File: config.mk
export PLATFORM = sky130hd
export DESIGN_NAME = tt_settle_timer
export DESIGN_NICKNAME = d
export VERILOG_FILES = /design/src/rtl/tt_sweep_pkg.sv /design/src/rtl/tt_settle_timer.sv
export SDC_FILE = /design/constraint.sdc
export NUM_CORES = 1
export LEC_CHECK = 0
export CAP_MARGIN = 20
export CORE_AREA = 3 3 40 42
export CTS_CLUSTER_DIAMETER = 120
export DETAILED_ROUTE_END_ITERATION = 8
export DIE_AREA = 0 0 43 45
export PLACE_DENSITY_LB_ADDON = 0.1
export REMOVE_ABC_BUFFERS = 1
export SLEW_MARGIN = 30
export SYNTH_ARGS = -nofsm -noshare
export SYNTH_HDL_FRONTEND = slang
export SYNTH_SLANG_ARGS = --single-unit
File: constraint.sdc
create_clock -name clk -period 3.44 [get_ports clk]
set_input_delay 0.344 -clock clk [delete_from_list [all_inputs] [get_ports clk]]
set_output_delay 0.344 -clock clk [all_outputs]
set_load 0.005 [all_outputs]
File: src/rtl/tt_sweep_pkg.sv
// Shared types and constants for the truth-table sweep checker.
package tt_sweep_pkg;

    localparam int NUM_IN  = 4;
    localparam int NUM_VEC = 16;
    localparam int CNT_W   = 4;

    localparam logic [NUM_VEC-1:0] EXP_DEFAULT = 16'h4A32;

    typedef enum logic [1:0] {
        IDLE = 2'd0,
        RUN  = 2'd1,
        DONE = 2'd2
    } state_t;

endpackage

File: src/rtl/tt_settle_timer.sv
// Loadable down-counter that holds each vector for its settle time.
module tt_settle_timer
    import tt_sweep_pkg::*;
(
    input  logic             clk,
    input  logic             rst_n,
    input  logic             load,
    input  logic             en,
    input  logic [CNT_W-1:0] value,
    output logic             zero
);

    logic [CNT_W-1:0] cnt;

    always_ff @(posedge clk or negedge rst_n) begin
        if (!rst_n) begin
            cnt <= '0;
        end else if (load) begin
            cnt <= value;
        end else if (en && (cnt != '0)) begin
            cnt <= cnt - 1'b1;
        end
    end

    assign zero = (cnt == '0);

endmodule

==> results of run 1 <==
## metal layers
metal  up-vias  global-route usage (%)  wire [um]
met1        99                    7.77        239
met3         0                    1.59         28
met5         -                       0          0
met4         0                    5.42          0
li1        119                       -          -
met2         5                    8.68        238
## metrics by stage
| step | utilization, % | setup WS [ps] | instances | power [mW] |
|---|---|---|---|---|
| 2_1_floorplan | - | 2060 | 26 | 0.0785 |
| 3_3_place_gp | 27.8 | 1580 | 49 | 0.0960 |
| 3_5_place_dp | 27.8 | 1580 | 49 | 0.0955 |
| 4_1_cts | 29.6 | 1320 | 52 | 0.154 |
| 5_1_grt | 29.6 | 1190 | 52 | 0.160 |
| 6_report | 29.6 | 1350 | 52 | 0.150 |
## final cells by class
cell class	count	area, sq um
Clock buffer	3	22.5
Fill cell	137	905
Inverter	3	11.3
Multi-Input combinational cell	19	148
Sequential cell	4	100
Tap cell	15	18.8
Timing Repair Buffer	8	80.1
## cells in the mapped netlist
cell and number:
a221o_1 1, o31a_1 1, ha_1 1, o21a_1 1
nand2_1 3, o21ai_0 2, buf_6 1, nor3_1 2
inv_1 3, a21oi_1 1, and4b_1 1, dfrtp_1 4
or4_1 1, o211ai_2 1, nor3b_2 1, nor3b_1 1
nor4b_2 1, or2b_1 1
## kinds of logic after synthesis
logic type / Yosys count
simple gates: 11
buf+inv: 4
flops: 4
compound gates: 7
fa+ha+maj: 1
## worst max-delay path: cells and delay by family, from the launching register on
family,cells,cell delay (ps)
adders and majority gates,1,190
buffers and inverters,2,630
DFF,1,400
and+or+nand+nor,1,290
## placed cells by master, fill, tap and decap left out
| cell type | count |
|---|---|
| clkdlybuf4s50_1 | 8 |
| or4_1 | 1 |
| or2b_1 | 1 |
| o21a_1 | 1 |
| dfrtp_1 | 4 |
| inv_1 | 3 |
| o31a_1 | 1 |
| o211ai_2 | 1 |
| nor3b_2 | 1 |
| a221o_1 | 1 |
| nor3_1 | 2 |
| a21oi_1 | 1 |
| nor3b_1 | 1 |
| nand2_1 | 3 |
| and4b_1 | 1 |
| nor4b_2 | 1 |
| ha_1 | 1 |
| o21ai_0 | 2 |
| clkbuf_4 | 3 |
## final timing paths
kind	start	endpoint	cells past startpoint
setup / recovery	cnt[0]	zero	4
hold / removal	rst_n	cnt[1]	1
setup reg to reg	cnt[0]	cnt[1]	5
hold reg to reg	cnt[1]	cnt[1]	2
max in group asynchronous	rst_n	cnt[3]	1
min in group clk	cnt[1]	cnt[1]	2
## power groups by stage
stage	Combinational [mW]	Sequential (mW)	Clock (mW)
final	0.0345	0.0594	0.0560
after global routing	0.0400	0.0605	0.0593
after CTS	0.0355	0.0595	0.0590
after detailed placement	0.0354	0.0602	0
after floorplan	0.0198	0.0587	0
after global placement	0.0355	0.0606	0
==> results.md, run 1 <==
* TritonCTS Buffers at 3
* Crit path kind: reg2out
* Min Tclk post-route at 2090 ps
* Via density at 4.29
* Vias in the first global route at 230
* Compound-Gate Fraction of Synth Area at 19.9%
* Critical Path AT at between 1500 and 2000 ps
* Largest family of logic cells by synthesized area: simple AND/OR/NAND/NOR gates
* Die height at 45 um
* Worst setup EP type: output port
* Worst-skew pair later-pin latency at 230 ps
* CTS tree: built
* Clk_skew at 1.68 ps
* Die W at 43 um
* Internal power at 0.113 mW
* Gr ovfl total at 0
* Wire length per cell at a little under 10 um
* CTS sink count at 4
* Post-synth top area share at between 30% and 40%
* Max FO, Critical Path at 5
* Antenna violations before repair at 0
* Post-place instance area at 358 sq um
* Clock Power Share at around 37%
* Row count at 13
* H-tree Lvls at 1
* Slew headroom at between 70% and 80%
* Max Clock Freq at 479 MHz
* I/O pin total at 9
* Detailed Route WL at 506 um
* Nets at 48
* Syn-to-layout area delta at 40.7%
* Max Slew Vio Count at 0
* IO buf count at 8
* Largest register by flop count: cnt
* Worst hold path type: in2async
* Synth area leaders: dfrtp_1, nor4b_2, ha_1, nor3b_2, o211ai_2
* Worst vdd ir at 0.000114 V
* Longest Clk Path Bufs at 2
* Synthesized instance count at 27
* Startpoint Class: flip-flop
* LEAKAGE at between 0.15 and 0.2 nW
* Top Registers: cnt (4)
* Worst slew pin tran at 325 ps
* Cell area after layout at roughly 380 sq um
* Fin. Hold Viols at 0
* Register area share after synthesis at 37.0%
* Mux cell area share after synthesis at 0%
* Cell taking the most area after synthesis: dfrtp_1
* Vias at 223
* Worst-path clk slew at 40 ps
* Warnings, synthesis at 0
* Hold WS at 317 ps
* Post-CTS Resized at 0
* Sw power at 0.0370 mW
* 1st-iter DRT viols at 1
* Maxcap violations at 0
* Final setup vio count at 0
* Area of the die at 1940 sq um
* DRC at 0
* TNS Setup at 0 ps
* Core area at between 1000 and 1500 sq um
* Adder-Cell Fraction of Synth Area at approximately 4.6%
* Post-Synth XOR/XNOR Area at 0%
* #FFs+latches synth at 4
* GP Congestion at 0.668
* Hold-fix buffer count after cts at 0
* Dpl hpwl at 426 um
* Synth Area per Inst at 10.0 sq um
* Mapped Area at 270 sq um
* Outcome: finished, final reports clean
* Antenna Cells at 0
* Layout cells sized above 1 at 16.2%
* Power density cells at 394 nW/um^2
* R2r setup slk at 1990 ps
* Library cells used by synthesis at 18
* Pin count of the biggest net entering global routing at 11
* Root buffer cell: clkbuf_4
* GRT Total Usage at 6.18%
* Global-route wire length before repair at 848 um
* Max reg flops at 4
* Required time at the worst-slack endpoint at around 3100 ps
* Final period util at 60.6%
* Comb pwr share at 23.0%
* Post-CTS setup buffers at 0
* Slowest cell delay on critical path at roughly 560 ps
* Part of the power in registers at ~40%
* Slowest CP cell: clkdlybuf4s50_1
* Sw Share at 24.7%
* Unrepaired setup endpoints after global routing: false
* Final ANT Viol Nets at 0
* Synth Area in Simple Gates at 30.1%
* Pre-antenna DRT Iters at 2
* Starting density of the core at 21.0%
* Critical Path, Cell by Cell: inv_1, ha_1, nor3b_2, clkdlybuf4s50_1
No activity file was read; power rests on OpenSTA's default activity.
==> run 2: changes to the inputs <==
Clock period 3.44 ns to 1.8 ns, I/O delays scaled along.
==> run 2 against run 1 <==
Core utilization rose by 1.6 points. Combinational power rose by 110%. Total power rose by 100%. Worst setup slack got worse by 1100 ps. First-iteration DRC count fell by 100%. Worst hold slack got worse by 160 ps. Non-clock buffer count rose by 2. Sequential power rose by 95%. Final area rose by 5.3%. Routed wire length rose by 23%. Largest power group unchanged.
==> results.md, run 2 (synthesis gave the netlist of run 1 again) <==
* Dpl hpwl at 482 um (+13%)
* CTS sink count at 4 (unchanged)
* Worst slew pin tran at 294 ps (-30.4 ps)
* Sw power at 0.0795 mW (+110%)
* Die W at 43 um (unchanged)
* Clock Power Share at 36.9% (-0.5 points)
* Worst-path clk slew at 40 ps (about the same)
* Vias at 239 (+7.2%)
* Top Registers: cnt (4)
* Min Tclk post-route at 1570 ps
* Vias in the first global route at 264 (+15%)
* Final setup vio count at 0 (unchanged)
* LEAKAGE at 0.175 nW (+10%)
* Storage element area at 100 sq um (unchanged)
* Power density cells at 750 nW/um^2 (+90%)
* Area of the die at 1940 sq um (unchanged)
* Wire length per cell at 11.5 um (+19%)
* CTS tree: built
* Critical Path, Cell by Cell: inv_1, ha_1, nor3b_4, buf_4, or4_1, o211ai_2
* IO buf count at 8 (unchanged)
* Row count at 13 (unchanged)
* Max FO, Critical Path at 4 (-1)
* TNS Setup at 0 ps (unchanged)
* I/O pin total at 9 (unchanged)
* 1st-iter DRT viols at 0 (-1)
* Clk_skew at 0.892 ps (-0.788 ps)
* Antenna violations before repair at 0 (unchanged)
* Part of the power in registers at 38.6% (-1.0 points)
* Hold WS at 155 ps (-163 ps)
* Worst setup EP type: flip-flop
* R2r setup slk at 230 ps (-1760 ps)
* Internal power at 0.221 mW (+96%)
* Syn-to-layout area delta at 48.1%
* Antenna Cells at 0 (unchanged)
* Pin count of the biggest net entering global routing at 10 (-1)
* Fin. Hold Viols at 0 (unchanged)
* DRC at 0 (unchanged)
* Via density at 4.43 (+3.2%)
* Hold-fix buffer count after cts at 0 (unchanged)
* Final ANT Viol Nets at 0 (unchanged)
* Worst-skew pair later-pin latency at 230 ps (about the same)
* Reg-to-Reg End: cnt[1]
* Die height at 45 um (unchanged)
* GRT Total Usage at 7.36% (+1.2 points)
* Core area at 1280 sq um (unchanged)
* Comb pwr share at 24.5% (+1.5 points)
* Detailed Route WL at 623 um (+23%)
* Max reg flops at 4 (unchanged)
* Starting density of the core at 21.0% (unchanged)
* Max Slew Vio Count at 0 (unchanged)
* Worst vdd ir at 0.000280 V (+150%)
* Slowest CP cell: or4_1
* Gr ovfl total at 0 (unchanged)
* Layout cells sized above 1 at 20.5% (+4.3 points)
* Pre-antenna DRT Iters at 1 (-1)
* Cell area after layout at 400 sq um (+5.3%)
* Root buffer cell: clkbuf_4
* Largest register by flop count: cnt
* Post-place instance area at 365 sq um (+2.1%)
* Commonest non-fill, non-tap cell in the layout: clkdlybuf4s50_1
* H-tree Lvls at 1 (unchanged)
* TritonCTS Buffers at 3 (unchanged)
* Commonest cells after routing, fill and taps aside: clkdlybuf4s50_1, dfrtp_1, inv_1, nand2_1, clkbuf_4
* Slew headroom at 80.3% (+2.0 points)
* Sw Share at 26.5% (+1.8 points)
* Final WS setup at 229 ps (-1130 ps)
* Fillers at 142 (+3.6%)
* Max Clock Freq at about 640 MHz
* Worst hold path type: in2async
* Slowest cell delay on critical path at 420 ps (-140 ps)
* Global-route wire length before repair at 1.04 mm (+22%)
* Outcome: finished, final reports clean
* Final period util at 87.3%
* Pre-CTS setup slack at 115 ps (-1460 ps)
* Reg2Reg Depth at 6 (+1)
* Final Power at 0.300 mW (+100%)
* Multi-input logic area at 154 sq um (+4.2%)
* Startpoint Class: flip-flop
* Crit path kind: reg2reg
* Critical Path AT at 1720 ps (-20 ps)
* Nets at 50 (+4.2%)
* Reg-to-reg startpoint: cnt[0]
* Unrepaired setup endpoints after global routing: false
* Maxcap violations at 0 (unchanged)
* GP Congestion at 0.685 (+2.5%)
* Required time at the worst-slack endpoint at 1950 ps (-1150 ps)
* Longest Clk Path Bufs at 2 (unchanged)
-- run 2: changes by cell type in the layout (fill, tap and decap cells not counted), sizes merged --
cell,change
buf,+2
dlygate4sd2,+1
clkdlybuf4s50,-1
-- run 2: final cells by class --
class	instances	share of cell area, %
multi-input cells	19	38.4
flip-flops and latches	4	25.0
repair buffers	10	23.4
clock buffers	3	5.62
well taps	15	4.69
inverters	3	2.81
-- run 2: metal layers --
| layer | vias to the layer above | share of wire (%) | global-route usage, % |
|---|---|---|---|
| li1 | 123 | - | - |
| met4 | 0 | 0 | 5.42 |
| met3 | 0 | 4.8 | 1.59 |
| met5 | - | 0 | 0 |
| met1 | 111 | 42 | 8.56 |
| met2 | 5 | 53 | 12.0 |
-- run 2: worst max path at each step --
stage | startpoint | to | slack (ps)
2_1_floorplan | cnt[0] | cnt[1] | 420
3_3_place_gp | cnt[0] | zero | 130
3_5_place_dp | cnt[0] | zero | 120
4_1_cts | cnt[0] | zero | 220
5_1_grt | cnt[0] | zero | 130
6_report | cnt[0] | cnt[1] | 230
-- run 2: power groups by stage --
stage	Sequential (mW)	Combinational [mW]	Clock, mW
CTS	0.116	0.0746	0.116
detailed placement	0.116	0.0700	0
floorplan	0.112	0.0378	0
global route	0.117	0.0825	0.122
finish	0.116	0.0736	0.111
global placement	0.115	0.0697	0
-- run 2: metrics by stage --
stage	cells	util, %
6_report	54	31.2
5_1_grt	54	31.2
4_1_cts	54	31.2
3_5_place_dp	50	28.4
3_3_place_gp	50	28.4
2_1_floorplan	26	-
-- run 2: critical path, delay by kind of cell (launching register included) --
family                     cells  cell delay, ps
buffers and inverters          2             200
adders and majority gates      1             230
DFF                            1             390
and+or+nand+nor                2             590
AOI/OAI and AO/OA              1              90
-- run 2: timing repair --
| item | 4_1_cts | 5_1_grt |
|---|---|---|
| setup buffers | 1 | 0 |
| endpoints found under the setup margin | 1 | 0 |
| gates resized for setup | 2 | 0 |
